--- config.mk ---
export PLATFORM = sky130hd
export DESIGN_NAME = alu_rr_sched
export DESIGN_NICKNAME = d
export VERILOG_FILES = /design/src/rtl/alu_rr_sched.sv
export SDC_FILE = /design/constraint.sdc
export NUM_CORES = 1
export LEC_CHECK = 0
export ABC_AREA = 1
export CORE_MARGIN = 2
export CORE_UTILIZATION = 35
export DETAILED_ROUTE_END_ITERATION = 8
export PLACE_DENSITY = 0.81
export SYNTH_ARGS = -nofsm -noshare
export SYNTH_HDL_FRONTEND = slang
export SYNTH_SLANG_ARGS = --single-unit
export TNS_END_PERCENT = 30
--- constraint.sdc ---
create_clock -name clk -period 1.56 [get_ports clk]
set_input_delay 0.156 -clock clk [delete_from_list [all_inputs] [get_ports clk]]
set_output_delay 0.156 -clock clk [all_outputs]
set_load 0.005 [all_outputs]
--- src/rtl/alu_rr_sched.sv ---
// Round-robin scheduler that shares one combinational ALU between NUM_REQ requesters.
// Optional macro ALU_PERF_EN adds a saturating 16-bit completed-operation counter (perf_ops).
module alu_rr_sched #(
    parameter int WIDTH   = 8,
    parameter int NUM_REQ = 4,
    parameter int IDW     = 2
) (
    input  logic                   clk,
    input  logic                   rst,
    input  logic [NUM_REQ-1:0]     req_valid,
    output logic [NUM_REQ-1:0]     req_ready,
    input  logic [NUM_REQ*WIDTH-1:0] req_a,
    input  logic [NUM_REQ*WIDTH-1:0] req_b,
    input  logic [NUM_REQ*3-1:0]   req_sel,
    output logic [WIDTH-1:0]       alu_a,
    output logic [WIDTH-1:0]       alu_b,
    output logic [2:0]             alu_sel,
    input  logic [WIDTH-1:0]       alu_out,
    output logic                   rsp_valid,
    input  logic                   rsp_ready,
    output logic [IDW-1:0]         rsp_id,
    output logic [WIDTH-1:0]       rsp_data
`ifdef ALU_PERF_EN
    ,
    output logic [15:0]            perf_ops
`endif
);

    localparam int CW = IDW + 1;

    typedef enum logic [1:0] {IDLE, EXEC, RESP} state_t;

    state_t         state, next_state;
    logic [IDW-1:0] rr_ptr;
    logic [IDW-1:0] grant_idx;
    logic           grant_found;
    logic [IDW:0]   cand;

    // Scan requesters starting at rr_ptr with wrap-around; the first valid one wins.
    always_comb begin
        grant_found = 1'b0;
        grant_idx   = '0;
        cand        = '0;
        for (int k = 0; k < NUM_REQ; k++) begin
            cand = {1'b0, rr_ptr} + CW'(k);
            if (cand >= CW'(NUM_REQ))
                cand = cand - CW'(NUM_REQ);
            if (!grant_found && req_valid[cand[IDW-1:0]]) begin
                grant_found = 1'b1;
                grant_idx   = cand[IDW-1:0];
            end
        end
    end

    always_comb begin
        next_state = state;
        req_ready  = '0;
        case (state)
            IDLE: begin
                if (!rst && grant_found) begin
                    req_ready[grant_idx] = 1'b1;
                    next_state           = EXEC;
                end
            end
            EXEC:    next_state = RESP;
            RESP:    if (rsp_ready) next_state = IDLE;
            default: next_state = IDLE;
        endcase
    end

    always_ff @(posedge clk) begin
        if (rst)
            state <= IDLE;
        else
            state <= next_state;
    end

    // ALU operands stay at their last granted values outside IDLE grants.
    always_ff @(posedge clk) begin
        if (rst) begin
            rr_ptr    <= '0;
            alu_a     <= '0;
            alu_b     <= '0;
            alu_sel   <= '0;
            rsp_valid <= 1'b0;
            rsp_id    <= '0;
            rsp_data  <= '0;
        end else begin
            case (state)
                IDLE: begin
                    if (grant_found) begin
                        alu_a   <= req_a[int'(grant_idx)*WIDTH +: WIDTH];
                        alu_b   <= req_b[int'(grant_idx)*WIDTH +: WIDTH];
                        alu_sel <= req_sel[int'(grant_idx)*3 +: 3];
                        rsp_id  <= grant_idx;
                    end
                end
                EXEC: begin
                    rsp_data  <= alu_out;
                    rsp_valid <= 1'b1;
                end
                RESP: begin
                    if (rsp_valid && rsp_ready) begin
                        rsp_valid <= 1'b0;
                        rr_ptr    <= (rsp_id == IDW'(NUM_REQ - 1)) ? '0 : rsp_id + 1'b1;
                    end
                end
                default: ;
            endcase
        end
    end

`ifdef ALU_PERF_EN
    always_ff @(posedge clk) begin
        if (rst)
            perf_ops <= '0;
        else if (rsp_valid && rsp_ready && perf_ops != 16'hFFFF)
            perf_ops <= perf_ops + 16'd1;
    end
`endif

endmodule

# --- Word-level counts from Yosys, hierarchy flattened ---
# Index checks and enable logic that the tools add are counted.
# W data, S select, Z words.
classes:
  magnitude_cmp: 10
  div_mod_pow: 0
  bitwise_logic: 0
  eq_ne: 6
  shift: 3
  add_sub_neg: 8
  n_mux: 30
  mul: 1
  reduce_logical: 16
op_table:
  columns: ["op", "n"]
  rows:
  - ["$shiftx A32 B6 Y8", 2]
  - ["$mux W2", 11]
  - ["$lt A2 B3 Y1 const B", 5]
  - ["$shiftx A12 B5 Y3", 1]
  - ["$mux W1", 10]
  - ["$ge A3 B3 Y1 const B", 3]
  - ["$bmux W1 S2", 4]
  - ["$mux W4", 2]
  - ["$reduce_and A2 Y1", 4]
  - ["$sub A2 B1 Y2 const B", 4]
  - ["$add A2 B2 Y3 const B", 2]
  - ["$logic_and A1 B1 Y1", 6]
  - ["$ne A2 B2 Y1 const B", 3]
  - ["$pmux W2 S3", 1]
  - ["$eq A2 B2 Y1 const B", 2]
  - ["$logic_not A1 Y1", 4]
  - ["$mul A2 B2 Y4 const B", 1]
  - ["$add A2 B1 Y3 const B", 1]
  - ["$ge A2 B3 Y1 const B", 1]
  - ["$add A2 B1 Y2 const B", 1]
  - ["$demux W1 S2", 1]
  - ["$eq A2 B1 Y1 const B", 1]
  - ["$ge A2 B1 Y1 const B", 1]
  - ["$logic_not A2 Y1", 1]
  - ["2 further kinds", 2]
word_totals:
  word_cells: 82
  latchBits: 0
  output_inout_bits: 34
  mem_bits_ro: 0
  regBits: 34
  ramBits: 0
  n_memories: 0

# --- Longest topological paths before layout ---
# Gate-level depths: netlist of run 1.
logic_depth:
  depth_word: 20
  mapped_depth: 16

# --- Worst setup path before layout of run 1 ---
# No wires, ideal clock.
synth_timing:
  kind: "flip-flop to flip-flop"
  from: "register rr_ptr[0]"
  to: "register alu_b[3]"
  stages_incl_launch_ff: 15
  synth_period_minus_slack_ns: 1.722
  setup_ns: 0.109
  path_buffers: 2
  required_ns: 1.451
  slack_ns: -0.162
  t_arrival_ns: 1.613
  path_cell_list: "dfxtp_1 -> buf_4 -> nand2_1 -> nand3_1 -> nand2_2 -> nor2_4 -> nand2_1 -> or2_1 -> nand2_1 -> inv_2 -> buf_6 -> nor2_1 -> nor2_1 -> nand2_1 -> inv_1"
synth_between:
  elab_chain_cells: 15
  elab_cells_between_ends: 39
  classes_between: "add/sub (7); order compare (4); shift (1); mux (20); reduce/logical (7)"
synth_lines:
  columns: ["item", "line_no", "source"]
  rows:
  - ["from (decl)", "34", "logic [IDW-1:0] rr_ptr;"]
  - ["from (signal assigned)", "105", "rr_ptr <= (rsp_id == IDW'(NUM_REQ - 1)) ? '0 : rsp_id + 1'b1;"]
  - ["branches (longest 15 deep; another with $add A2 B1 Y3)", null, null]
  - ["to (signal assigned)", "93", "alu_b <= req_b[int'(grant_idx)*WIDTH +: WIDTH];"]
  - ["to (decl)", "16", "output logic [WIDTH-1:0] alu_b,"]
# Parallel ways; which one is timed is not known. The select of a mux whose other input is x is not followed.
# A chain may end at the register's enable or synchronous reset.

# --- Final worst setup path of run 1 ---
layout_timing:
  from: "register rr_ptr[0]"
  to: "output req_ready[0]"
layout_between:
  elab_chain_cells: 20
  elab_cells_between_ends: 45
  classes_between: "add/sub (7); order compare (6); mux (24); reduce/logical (8)"
layout_lines:
  columns: ["item", "line_no", "source"]
  rows:
  - ["branches (longest 18 deep; another with $add A2 B1 Y3)", null, null]
  - ["$mux W4 *", "60", "if (!rst && grant_found) begin"]
  - ["$mux W4 *", "58", "case (state)"]
  - ["to (decl)", "11", "output logic [NUM_REQ-1:0] req_ready,"]
# Every way passes the cells marked *. The select of a mux whose other input is x is not followed.

==> flow_summary.ini, run 1 <==
[synth]
netlist_top_cells_area = dfxtp_1, nand3_1, nand2_1
ys.warnings.count = 0
synth.distinct_cells = 25
ys_seq_elements = 34
syn-cell-area_um2 = 2226
syn_inst = 361
syn-num-nets = 453
synth_area_per_cell_um2 = 6.166
yosysSeqAreaShare_pct = 30.58
yosysTopAreaCellShare_pct = 30.58
yosysTopAreaCell = dfxtp_1

[die]
coreArea_um2 = 6241
initial_core_util_pct = 35.67
die-area_um2 = 7013
dieHeight_um = 83.75
fp.dieW_um = 83.75
rows = 29
pin_count = 125

[clock_network]
cts-root-buf = clkbuf_8
path_clk_slew_ps = 70
htreeDepth = 2
cts_buffers = 5
clock_latency_ps = 280
cts_sinks = 34
cts_buffer_depth = 2
holdBufCountCts = 0
cts_tree = done

[detailed_routing]
drtIter0Drc = 98
vias = 2926
routed_wl_um = 7895
ant_nets = 0
first_pass_iters = 4
wl_per_cell_um = 13.34
drc = 0
viasPerCell = 4.943

[worst_setup_path]
required_ps = 1400
path_delay_family = simple AND/OR/NAND/NOR gates
worstPathCellList = buf_12, nand2_4, nand2_4, nand2_4, nand2_4, nor2_4, nand2_2, or2_1, nand2_2, nor2_4, inv_4, nor3_1, buf_2
slowest_delay_ps = 370
arrival_ps = 1900
cp.buffers_inverters = 3
crit_type = reg2out
startpoint_type = register
crit_path_frequent_cell = nand2_4
cp-end-kind = output pin
cp_max_fo = 8
crit_slowest_cell = dfxtp_4

[pwr]
power_frac_comb_pct = 47.2
power.density_nw_per_um2 = 776.0
p_sw_uw = 1071
p_sw_share_pct = 33.16
p_int_uw = 2158
power_frac_seq_pct = 33.2
p_leak_uw = 0.001881
pwr-share-clk_pct = 19.6
ir_drop_uv = 508.9
power.total_uw = 3229

[timing]
min_period_ps = 2060
relSlewSlack_pct = 80.07
post-route-period-util_pct = 132.0
rsz0062_at_grt = yes
finalHoldViolCount = 0
skew_ps = 8.470
fin_tns_setup_ps = -10960
timing.fmax_mhz = 485.5
whs_ps = 487.5
setup_ws_ps = -499.6
drv_slew = 0
setup_violations = 25
worstMarginPinSlew_ps = 298.3

[placed_design]
place_congestion = 0.8169
hpwl_um = 5739
port_buffers = 124
place_area_um2 = 3650

[global_routing]
grt_max_degree = 24
grt_overflow = 0
grt_pass1_wl_um = 12770
grt_use_total_pct = 22.11
grt_pass1_vias = 2847
antenna_found_initial = 0

[finish]
final-seq-area_um2 = 688.2
area_growth_syn_to_layout_pct = 86.96
nNetsFinal = 606
fillCellCount = 545
diodes = 0
finalInstanceArea_um2 = 4161
layout-drive-gt1-share_pct = 21.55
fin_util_pct = 66.68
multi_input_area_um2 = 1518

[run_status]
status = complete, but fails checks
violations = setup timing

[hold_path]
min_path_type = reg2reg

[flow_run]
drv_cap = 0
[metal layers]
metal / vias up / wire, µm / global-route usage [%]
met3: 12 / 485 / 5.737
met5: - / 0 / 0
met4: 0 / 129 / 5.572
met2: 100 / 4223 / 41.60
met1: 1338 / 3057 / 24.53
li1: 1476 / - / -
[final timing paths]
kind / start / endpoint / slack [ps] / cells after the start
worst max-delay path: rr_ptr[0] / req_ready[0] / -500 / 13
worst min register to register: rsp_data[0] / rsp_data[0] / 490 / 2
worst min-delay path: rsp_data[0] / rsp_data[0] / 490 / 2
worst max register to register: rr_ptr[0] / alu_a[5] / -460 / 16
[synthesized netlist by cell type (all sizes together)]
| cell | count |
|---|---|
| nand3 | 78 |
| dfxtp | 34 |
| ha | 1 |
| inv | 21 |
| clkbuf | 4 |
| nand2 | 100 |
| a21boi | 1 |
| o21ai | 28 |
| nor3 | 4 |
| a21oi | 7 |
| nor2 | 65 |
| buf | 16 |
| or2 | 1 |
| nand4 | 1 |
[sequential cells by signal, summed over array words and instances (netlist names)]
signal,flops
alu_a,8
alu_b,8
alu_sel,3
rr_ptr,2
rsp_data,8
rsp_id,2
rsp_valid,1
state,2
[layout by cell type, fill, tap and decap left out, types with 2 or more instances in the layout]
master / netlist / layout
clkdlybuf4s50_1: 0 / 120
clkbuf_16: 0 / 3
nand3_2: 2 / 6
o21ai_2: 0 / 2
nor2_1: 61 / 57
nand2_1: 93 / 72
nor2_2: 1 / 3
dfxtp_1: 34 / 32
nor3_2: 0 / 3
clkbuf_8: 0 / 5
nand3_1: 76 / 70
buf_12: 0 / 5
nand3_4: 0 / 2
o21ai_1: 11 / 11
buf_2: 1 / 4
dfxtp_4: 0 / 2
nor2_4: 3 / 5
inv_1: 17 / 15
o21ai_0: 17 / 15
buf_4: 9 / 27
buf_6: 6 / 4
nand2_4: 1 / 14
nand2_2: 5 / 13
buf_8: 0 / 2
inv_4: 1 / 4
a21oi_1: 7 / 6
[what timing repair did]
action / in CTS / in global routing
setup endpoints to repair: 25 / 26
cloned: 0 / 3
pin swaps: 17 / 21
buffers inserted: 6 / 6
gates resized for setup: 58 / 39
[stage by stage]
stage	setup WS (ps)	cells
global route	-590.5	592
finish	-499.6	592
global placement	-812.2	570
detailed placement	-868.8	570
CTS	-484.8	584
floorplan	-134.3	361
[kinds of logic (layout without fill, tap and decap cells)]
kind of cell | after synthesis | count (layout) | share of synthesized area [%]
AO/OA/AOI/OAI | 36 | 36 | 8.207
adder cells (fa/ha/maj) | 1 | 1 | 0.5620
buffers and inverters | 41 | 195 | 10.62
flip-flops | 34 | 34 | 30.58
AND/OR/NAND/NOR | 249 | 249 | 50.03
[power by group through the flow]
| stage | registers [µW] | logic [µW] | clock network (µW) |
|---|---|---|---|
| final | 1070 | 1530 | 631 |
| after detailed placement | 1090 | 1320 | 0 |
| after CTS | 1070 | 1390 | 658 |
| after global placement | 1080 | 1300 | 0 |
| after global routing | 1090 | 1670 | 696 |
| after floorplan | 1100 | 659 | 0 |
[worst reg2reg max path, cell delays in order, from the launching register on]
cell and delay (ps):
dfxtp_4 370, buf_12 150, nand2_4 60, nand2_4 60, nand2_4 90, nand2_4 60, nor2_4 150, nand2_2 80
buf_4 140, nor2_4 90, nor2_4 70, buf_8 140, clkbuf_2 140, nand3_1 90, nand3_1 90, nor2_1 100
nor2_1 40
[final cells by class]
class / count / share of cell area (%)
clock buffer: 6 / 1.744
timing repair buffer: 166 / 40.35
clock inverter: 2 / 0.3307
sequential: 34 / 16.54
tap: 77 / 2.315
inverter: 21 / 2.255
multi-input combinational: 286 / 36.47
Power figures use the tool's default switching activity.
==> run 2: changes to the inputs <==
--- a/config.mk
+++ b/config.mk
@@ -10,6 +10,7 @@
 export CORE_UTILIZATION = 35
 export DETAILED_ROUTE_END_ITERATION = 8
 export PLACE_DENSITY = 0.81
+export SLEW_MARGIN = 0
 export SYNTH_ARGS = -nofsm -noshare
 export SYNTH_HDL_FRONTEND = slang
 export SYNTH_SLANG_ARGS = --single-unit
==> results of run 2 <==
No change in the layout: final DEF, timing and power equal those of run 1.
